$ cat src/rtl/pixel_pkg.sv
// Shared pixel types and chroma-key rule for the ARGB writer path and the compositor.
// The phase enum names the byte lane the next accepted channel byte fills.
package pixel_pkg;

    localparam int IMG_W      = 30;
    localparam int IMG_H      = 25;
    localparam int NUM_PIXELS = IMG_W * IMG_H;
    localparam int KEY_G_MIN  = 200;
    localparam int KEY_RB_MAX = 200;

    typedef struct packed {
        logic [7:0] a;
        logic [7:0] r;
        logic [7:0] g;
        logic [7:0] b;
    } argb_t;

    typedef enum logic [1:0] {
        PH_A = 2'd0,
        PH_R = 2'd1,
        PH_G = 2'd2,
        PH_B = 2'd3
    } phase_t;

    // Green-screen test: strong green with red and blue both below threshold.
    function automatic logic is_key(argb_t p);
        return (p.g >= 8'(KEY_G_MIN)) && (p.r < 8'(KEY_RB_MAX)) && (p.b < 8'(KEY_RB_MAX));
    endfunction

endpackage

$ cat src/rtl/pixel_out_reg.sv
// Single-entry valid/ready output slot holding one tagged pixel word.
// A load always wins over a drain, so a same-cycle transfer and completion keeps valid high.
module pixel_out_reg
    import pixel_pkg::*;
#(
    parameter int IDX_W = 10
) (
    input  logic             clk,
    input  logic             rst,
    input  logic             load,
    input  argb_t            load_pixel,
    input  logic [IDX_W-1:0] load_index,
    input  logic             load_key,
    input  logic             load_last,
    input  logic             out_ready,
    output logic             out_valid,
    output logic [31:0]      out_pixel,
    output logic [IDX_W-1:0] out_index,
    output logic             out_key,
    output logic             out_last
);

    always_ff @(posedge clk) begin
        if (rst) begin
            out_valid <= 1'b0;
            out_pixel <= '0;
            out_index <= '0;
            out_key   <= 1'b0;
            out_last  <= 1'b0;
        end else if (load) begin
            out_valid <= 1'b1;
            out_pixel <= load_pixel;
            out_index <= load_index;
            out_key   <= load_key;
            out_last  <= load_last;
        end else if (out_ready) begin
            // Payload is left in place; only valid drops after a transfer.
            out_valid <= 1'b0;
        end
    end

endmodule

$ cat src/rtl/argb_pixel_packer.sv
// Byte-serial A,R,G,B channel stream to 32-bit #aarrggbb words tagged with frame index,
// chroma-key flag and end-of-frame; in_sof resynchronises the byte phase and pixel count.
//
// Handshake: a beat moves on either side only in a cycle where valid && ready are both high;
// the producer holds its payload steady while valid && !ready, and ready never waits on valid.
module argb_pixel_packer
    import pixel_pkg::*;
#(
    parameter int NUM_PIXELS = pixel_pkg::NUM_PIXELS,
    parameter int IDX_W      = $clog2(NUM_PIXELS),
    parameter int KEY_G_MIN  = pixel_pkg::KEY_G_MIN,
    parameter int KEY_RB_MAX = pixel_pkg::KEY_RB_MAX
) (
    input  logic             clk,
    input  logic             rst,
    input  logic             in_valid,
    output logic             in_ready,
    input  logic [7:0]       in_data,
    input  logic             in_sof,
    output logic             out_valid,
    input  logic             out_ready,
    output logic [31:0]      out_pixel,
    output logic [IDX_W-1:0] out_index,
    output logic             out_key,
    output logic             out_last,
    output logic             sync_err
);

    localparam logic [IDX_W-1:0] LAST_IDX = IDX_W'(NUM_PIXELS - 1);
    localparam logic [7:0]       G_MIN    = 8'(KEY_G_MIN);
    localparam logic [7:0]       RB_MAX   = 8'(KEY_RB_MAX);

    phase_t           ph_q, ph_d;
    logic [IDX_W-1:0] pix_cnt_q, pix_cnt_d;
    logic [7:0]       a_q, r_q, g_q;
    logic             sync_err_q;
    logic             accept;
    logic             complete;
    logic             new_key;
    argb_t            new_pixel;

    // Only the blue byte can stall, and only when the slot is full and not draining.
    assign in_ready  = (ph_q != PH_B) || !out_valid || out_ready;
    assign accept    = in_valid && in_ready;
    assign complete  = accept && !in_sof && (ph_q == PH_B);
    assign new_pixel = '{a: a_q, r: r_q, g: g_q, b: in_data};
    assign new_key   = (g_q >= G_MIN) && (r_q < RB_MAX) && (in_data < RB_MAX);
    assign sync_err  = sync_err_q;

    always_comb begin
        ph_d      = ph_q;
        pix_cnt_d = pix_cnt_q;
        if (accept) begin
            if (in_sof) begin
                // The sof byte is always the alpha of pixel 0.
                ph_d      = PH_R;
                pix_cnt_d = '0;
            end else begin
                unique case (ph_q)
                    PH_A: ph_d = PH_R;
                    PH_R: ph_d = PH_G;
                    PH_G: ph_d = PH_B;
                    PH_B: begin
                        ph_d      = PH_A;
                        pix_cnt_d = (pix_cnt_q == LAST_IDX) ? '0 : pix_cnt_q + 1'b1;
                    end
                endcase
            end
        end
    end

    always_ff @(posedge clk) begin
        if (rst) begin
            ph_q       <= PH_A;
            pix_cnt_q  <= '0;
            a_q        <= '0;
            r_q        <= '0;
            g_q        <= '0;
            sync_err_q <= 1'b0;
        end else begin
            ph_q       <= ph_d;
            pix_cnt_q  <= pix_cnt_d;
            sync_err_q <= accept && in_sof && ((ph_q != PH_A) || (pix_cnt_q != '0));
            if (accept) begin
                if (in_sof || ph_q == PH_A) begin
                    a_q <= in_data;
                end else if (ph_q == PH_R) begin
                    r_q <= in_data;
                end else if (ph_q == PH_G) begin
                    g_q <= in_data;
                end
            end
        end
    end

    pixel_out_reg #(
        .IDX_W(IDX_W)
    ) u_out_reg (
        .clk       (clk),
        .rst       (rst),
        .load      (complete),
        .load_pixel(new_pixel),
        .load_index(pix_cnt_q),
        .load_key  (new_key),
        .load_last (pix_cnt_q == LAST_IDX),
        .out_ready (out_ready),
        .out_valid (out_valid),
        .out_pixel (out_pixel),
        .out_index (out_index),
        .out_key   (out_key),
        .out_last  (out_last)
    );

endmodule

$ cat config.mk
export PLATFORM = sky130hd
export DESIGN_NAME = argb_pixel_packer
export DESIGN_NICKNAME = d
export VERILOG_FILES = /design/src/rtl/pixel_pkg.sv /design/src/rtl/pixel_out_reg.sv /design/src/rtl/argb_pixel_packer.sv
export SDC_FILE = /design/constraint.sdc
export NUM_CORES = 1
export LEC_CHECK = 0
export ABC_AREA = 1
export BUFFER_PORTS_ARGS = -buffer_cell sky130_fd_sc_hd__buf_2
export CAP_MARGIN = 30
export CORE_MARGIN = 4
export CORE_UTILIZATION = 55
export CTS_CLUSTER_DIAMETER = 40
export DETAILED_ROUTE_END_ITERATION = 8
export PLACE_DENSITY = 0.79
export SYNTH_ARGS = -nofsm -noshare
export SYNTH_HDL_FRONTEND = slang
export SYNTH_SLANG_ARGS = --single-unit
export TNS_END_PERCENT = 100
$ cat constraint.sdc
create_clock -name clk -period 2.2 [get_ports clk]
set_input_delay 0.22 -clock clk [delete_from_list [all_inputs] [get_ports clk]]
set_output_delay 0.22 -clock clk [all_outputs]
set_load 0.02 [all_outputs]
Yosys cells after proc, flatten, opt, wreduce, memory -nomap -nowiden
Cells that the tools add are included.
{"block": "word_totals", "ff_bits": 82, "latch_bits": 0, "ramBits": 0, "mem_bits_ro": 0, "inputBits": 13, "out_inout_bits": 47, "wordCells": 51, "memories": 0}
{"block": "classes", "addsub": 1, "multipliers": 0, "div": 0, "magnitude_cmp": 3, "n_eq_ne": 5, "shifts": 0, "mux": 7, "bitwise_logic": 2, "n_reduce_logical": 22}
{"cell": "$mux 10", "n": 3}
{"cell": "$lt 8x8->1 const B", "n": 2}
{"cell": "$add 10x1->10 const B", "n": 1}
{"cell": "$eq 10x10->1 const B", "n": 1}
{"cell": "$reduce_bool 10->1", "n": 1}
{"cell": "$ge 8x8->1 const B", "n": 1}
{"cell": "$pmux 2 s4", "n": 1}
{"cell": "$logic_and 1x1->1", "n": 7}
{"cell": "$reduce_bool 2->1", "n": 3}
{"cell": "$eq 2x2->1 const B", "n": 2}
{"cell": "$logic_or 1x1->1", "n": 4}
{"cell": "$reduce_and 2->1", "n": 2}
{"cell": "$reduce_and 4->1", "n": 1}
{"cell": "$reduce_and 3->1", "n": 1}
{"cell": "$eq 2x1->1 const B", "n": 1}
{"cell": "$logic_not 1->1", "n": 2}
{"cell": "$logic_not 2->1", "n": 1}
{"cell": "$mux 1", "n": 2}
{"cell": "$mux 2", "n": 1}
{"cell": "$ne 2x2->1 const B", "n": 1}
{"cell": "$not 1->1", "n": 2}

Longest topological paths before layout
{"block": "depth", "ltp_word": 7, "depth_mapped": 10, "mapped_depth_nobuf": 9}

Cells and area by module
From an unflattened synthesis, not the netlist that was laid out.
{"block": "hier_totals", "cells_unflattened": 453, "hier_area_um2": 3452.1}
{"module": "argb_pixel_packer", "n_inst": 1, "cells_per_inst": 258, "area_each_um2": 1821.7, "seq_area_each_um2": 740.7}
{"module": "pixel_out_reg", "n_inst": 1, "cells_per_inst": 195, "area_each_um2": 1630.3, "seq_area_each_um2": 900.9}

Least setup slack after synthesis
Ideal clock, no wire load.
{"block": "synth_path", "path_kind": "reg-to-reg", "from": "register ph_q[0]", "to": "register g_q[0]", "setup_ns": 0.113, "arrival_ns": 1.542, "required_time_ns": 2.087, "path_slack_ns": 0.546, "path_stages_with_launch": 9, "path_buffers": 1, "period_less_slack_ns": 1.654, "path_cell_list": "dfxtp_1 ha_1 nand3_1 nand2_1 nor2_8 nand3b_4 buf_6 nor2_1 nor2_1"}
{"block": "synth_between", "elab_chain_len": 5, "elab_cells_between_ends": 11, "classes_between": "eq/ne (3); bitwise (2); reduce/logical (6)"}
{"element": "from (decl)", "line_no": "argb_pixel_packer.sv:33", "text": "phase_t ph_q, ph_d;"}
{"element": "from (signal assigned)", "line_no": "argb_pixel_packer.sv:81", "text": "ph_q <= ph_d;"}
{"element": "$ne 2x2->1", "line_no": "argb_pixel_packer.sv:43", "text": "assign in_ready = (ph_q != PH_B) || !out_valid || out_ready;"}
{"element": "$logic_or 1x1->1 (2 in a row)", "line_no": "argb_pixel_packer.sv:43"}
{"element": "net in_ready", "line_no": "argb_pixel_packer.sv:17", "text": "output logic in_ready,"}
{"element": "$logic_and 1x1->1", "line_no": "argb_pixel_packer.sv:44", "text": "assign accept = in_valid && in_ready;"}
{"element": "$reduce_and 4->1 (no line)"}
{"element": "to (signal assigned)", "line_no": "argb_pixel_packer.sv:90", "text": "g_q <= in_data;"}
{"element": "to (decl)", "line_no": "argb_pixel_packer.sv:35", "text": "logic [7:0] a_q, r_q, g_q;"}
The timed path passes the listed nets, and every way through them passes these cells.
A chain may end at the register's enable or synchronous reset.

Worst setup path in the final report
{"block": "layout_path", "from": "register ph_q[0]", "to": "register g_q[3]"}
{"block": "layout_between", "elab_chain_len": 5, "elab_cells_between_ends": 11, "classes_between": "eq/ne (3); bitwise (2); reduce/logical (6)"}
{"element": "$ne 2x2->1", "line_no": "argb_pixel_packer.sv:43"}
{"element": "$logic_or 1x1->1 (2 in a row)", "line_no": "argb_pixel_packer.sv:43"}
{"element": "$logic_and 1x1->1", "line_no": "argb_pixel_packer.sv:44"}
{"element": "$reduce_and 4->1 (no line) (*)"}
Every way passes the cells marked *; elsewhere a longest branch is shown, timed or not.

==> qor.txt <==
Antenna fix cells - 0
Row cnt - 27
Crit path launch type - register
Fmax - 522.2 MHz
Syn Area/Cell - 7.609 sq um
NetSw - 622.9 uW
Seq cells post-synth - 82
Vias/cell - 5.199
P_int - 2.310 mW
Routed WL per cell - 13.19 um
Routed via count - 2880
CTS tree - built
HPWL after DPL - 4910 um
Initial drt markers - 167
Crit end category - register
CP bufs+invs - 1
Mapped cell area - 3272 sq um
Clock sinks - 82
Slack of the critical path - 0.2852 ns
Switching Fraction - 21.24%
Yosys Warn Count - 0
Post-synthesis mux area share - 0%
Area of the multi-input gates - 1403 sq um
Worst path max stage delay - 0.43 ns
H-tree depth - 3
Status - finished, final reports clean
Worst Reg-to-Reg Cells - 8
Combinational Power Share - 4.1%
CP Class - reg2reg
LEAKAGE - 1.684 nW
Routed length on met1 - 3554 um
Clk buf depth - 2
PostCTS Resize Cnt - 0
Max Clock Skew - 0.01228 ns
Compound-Gate Fraction of Synth Area - 15.76%
DR DRC count - 0
WHS - 0.1637 ns
Initial antenna violation count - 0
Most frequent CP cell - nand2_1
Pwr dens - 770.2 nW/um^2
Worst hold path depth - 4
Slowest-stage cell, CP - or2_0
Fraction of layout instances using a drive strength above 1 - 17.84%
Net Count, Synth - 450
Total CTS buffers - 9
Post-place setup slack - 0.3060 ns
Clock Latency Late Sink - 0.36 ns
WP depth - 8
Setup TNS - 0 ns
Detail Route Antenna Nets - 0
Starting Density - 58.00%
Fin crit share - 87.04%
Design area - 3809 sq um
Largest family of logic cells by synthesized area - simple AND/OR/NAND/NOR gates
Worst vdd ir - 425.3 uV
Final hold vios - 0
Sequential power share - 51.4%
Met3 wire len - 418 um
Area growth from synthesis to layout - 16.41%
Vias in the first global route - 2646
IO Count - 60
Crit-path leading delay family - simple AND/OR/NAND/NOR gates
Global-route usage over all layers - 20.72%
R2r setup slk - 0.29 ns
Slew Limit Fails - 0
Core ar. - 5642 sq um
Worst Tran Pin Value - 0.8053 ns
Die Footprint - 7247 sq um
Register area share after synthesis - 50.17%
Register area - 1642 sq um
Xor/xnor share of the synthesized area - 0.2677%
Clk pin slew, worst setup/hold paths - 0.08 ns
Adder and majority gate portion of the synthesized area - 2.677%
Total gr overflow - 0
Die Y - 85.13 um
Crit path required time - 2.50 ns
WL final - 7308 um
Cts hold-fix bufs - 0
Post-Synth Simple-Gate Area - 24.17%
Met2 wire length - 3254 um
Worst Hold Class - in2reg
Clock Power Share - 44.5%
Tmin final - 1.915 ns
1st-pass router iterations - 7
Root buf cell - clkbuf_8
Placer's final routability congestion estimate - 0.8217
Slew HR - 46.25%
Cell area after placement - 3568 sq um
Max Cap Viol - 0
Finish-stage setup viols - 0
Layout Nets - 498
Worst Path Max Fanout - 16
Top routing layer in use - met4
Critical-path cell list - inv_1 -> ha_1 -> or2_0 -> nor2_8 -> nand3b_4 -> nand2_1 -> nand2_1 -> nor2_1
Global-route wire length before repair - 12200 um
Die width - 85.13 um
Most frequent cells in the layout - nand2_1, dfxtp_1, a21oi_1
Arrival @ worst endpoint - 2.21 ns
Number of port buffers - 59
Most common cell after layout, fill and taps aside - nand2_1
Cells after Synth - 430
# fillers - 477
Post-synthesis cell type count - 27
Post-CTS setup buffers - 0
RSZ-0062 raised after global routing - false
Utilization after layout - 67.51%
Largest net degree at the start of global routing - 52
==> stage by stage <==
stage | power (mW) | instances
finish | 2.933 | 554
global route | 3.031 | 554
CTS | 2.956 | 554
detailed placement | 1.663 | 539
global placement | 1.661 | 539
floorplan | 1.623 | 430
==> path summary, 6_finish.rpt <==
kind / start / end
setup / recovery: ph_q[0] / g_q[3]
hold / removal: out_ready / u_out_reg.out_valid
setup reg to reg: ph_q[0] / g_q[3]
hold reg to reg: r_q[2] / u_out_reg.out_pixel[18]
==> synth_stat cells <==
| master | number | area share [%] |
|---|---|---|
| o31ai_1 | 1 | 0.23 |
| ha_1 | 7 | 2.7 |
| a21oi_1 | 71 | 11 |
| inv_1 | 27 | 3.1 |
| nor3_1 | 4 | 0.61 |
| xor2_1 | 1 | 0.27 |
| nand2_1 | 116 | 13 |
| or2_2 | 1 | 0.19 |
| o21ai_0 | 23 | 3.5 |
| buf_4 | 1 | 0.23 |
| nand3_1 | 28 | 4.3 |
| a21o_1 | 1 | 0.23 |
| o21bai_1 | 1 | 0.23 |
| nand3b_4 | 1 | 0.61 |
| buf_2 | 5 | 0.76 |
| clkbuf_1 | 19 | 2.2 |
| a31oi_1 | 1 | 0.19 |
| or2_0 | 1 | 0.19 |
| nor4_1 | 1 | 0.19 |
| nor2_1 | 28 | 3.2 |
| nand4_1 | 2 | 0.38 |
| o21ai_2 | 1 | 0.27 |
| dfxtp_1 | 82 | 50 |
| buf_6 | 2 | 0.69 |
| o211ai_1 | 1 | 0.23 |
| nor2_8 | 1 | 0.61 |
| nand2_2 | 3 | 0.57 |
==> worst reg2reg max path, cell delays in order (launching register included) <==
cell and delay (ns):
dfxtp_1 0.40, inv_1 0.09, ha_1 0.21, or2_0 0.43
nor2_8 0.26, nand3b_4 0.20, nand2_1 0.11, nand2_1 0.05
nor2_1 0.11
==> routing by layer <==
| metal | vias to the layer above | GRT usage, % |
|---|---|---|
| li1 | 1495 | - |
| met1 | 1310 | 27.65 |
| met2 | 68 | 32.34 |
| met3 | 7 | 6.602 |
| met4 | 0 | 5.755 |
| met5 | - | 0 |
==> sequential cells by signal, indices dropped and copies added (netlist names) <==
name,flops
u_out_reg.out_last,1
r_q,8
pix_cnt_q,10
sync_err,1
a_q,8
u_out_reg.out_valid,1
u_out_reg.out_index,10
u_out_reg.out_pixel,32
u_out_reg.out_key,1
ph_q,2
g_q,8
==> logic make-up (layout without fill, tap and decap cells) <==
family	count (synthesis)	after routing
AO/OA/AOI/OAI	100	100
adder cells (fa/ha/maj)	7	7
AND/OR/NAND/NOR	186	186
flip-flops	82	82
buffers and inverters	54	106
XOR/XNOR	1	1
==> power by group through the flow <==
stage               Combinational [mW]  Sequential, mW  Clock (mW)
floorplan                       0.0782            1.55           0
global placement                 0.118            1.54           0
detailed placement               0.119            1.54           0
CTS                              0.119            1.51        1.33
global route                     0.133            1.51        1.39
finish                           0.120            1.51        1.30
==> final cells by class <==
cell class                 instances  area share (%)
sequential                        82           43.10
timing repair buffer              64           8.739
multi-input combinational        294           36.83
clock inverter                     5           2.694
clock buffer                      10           3.614
inverter                          27           2.661
tap                               72           2.365
Note: power is estimated with default switching activity, not from simulation.
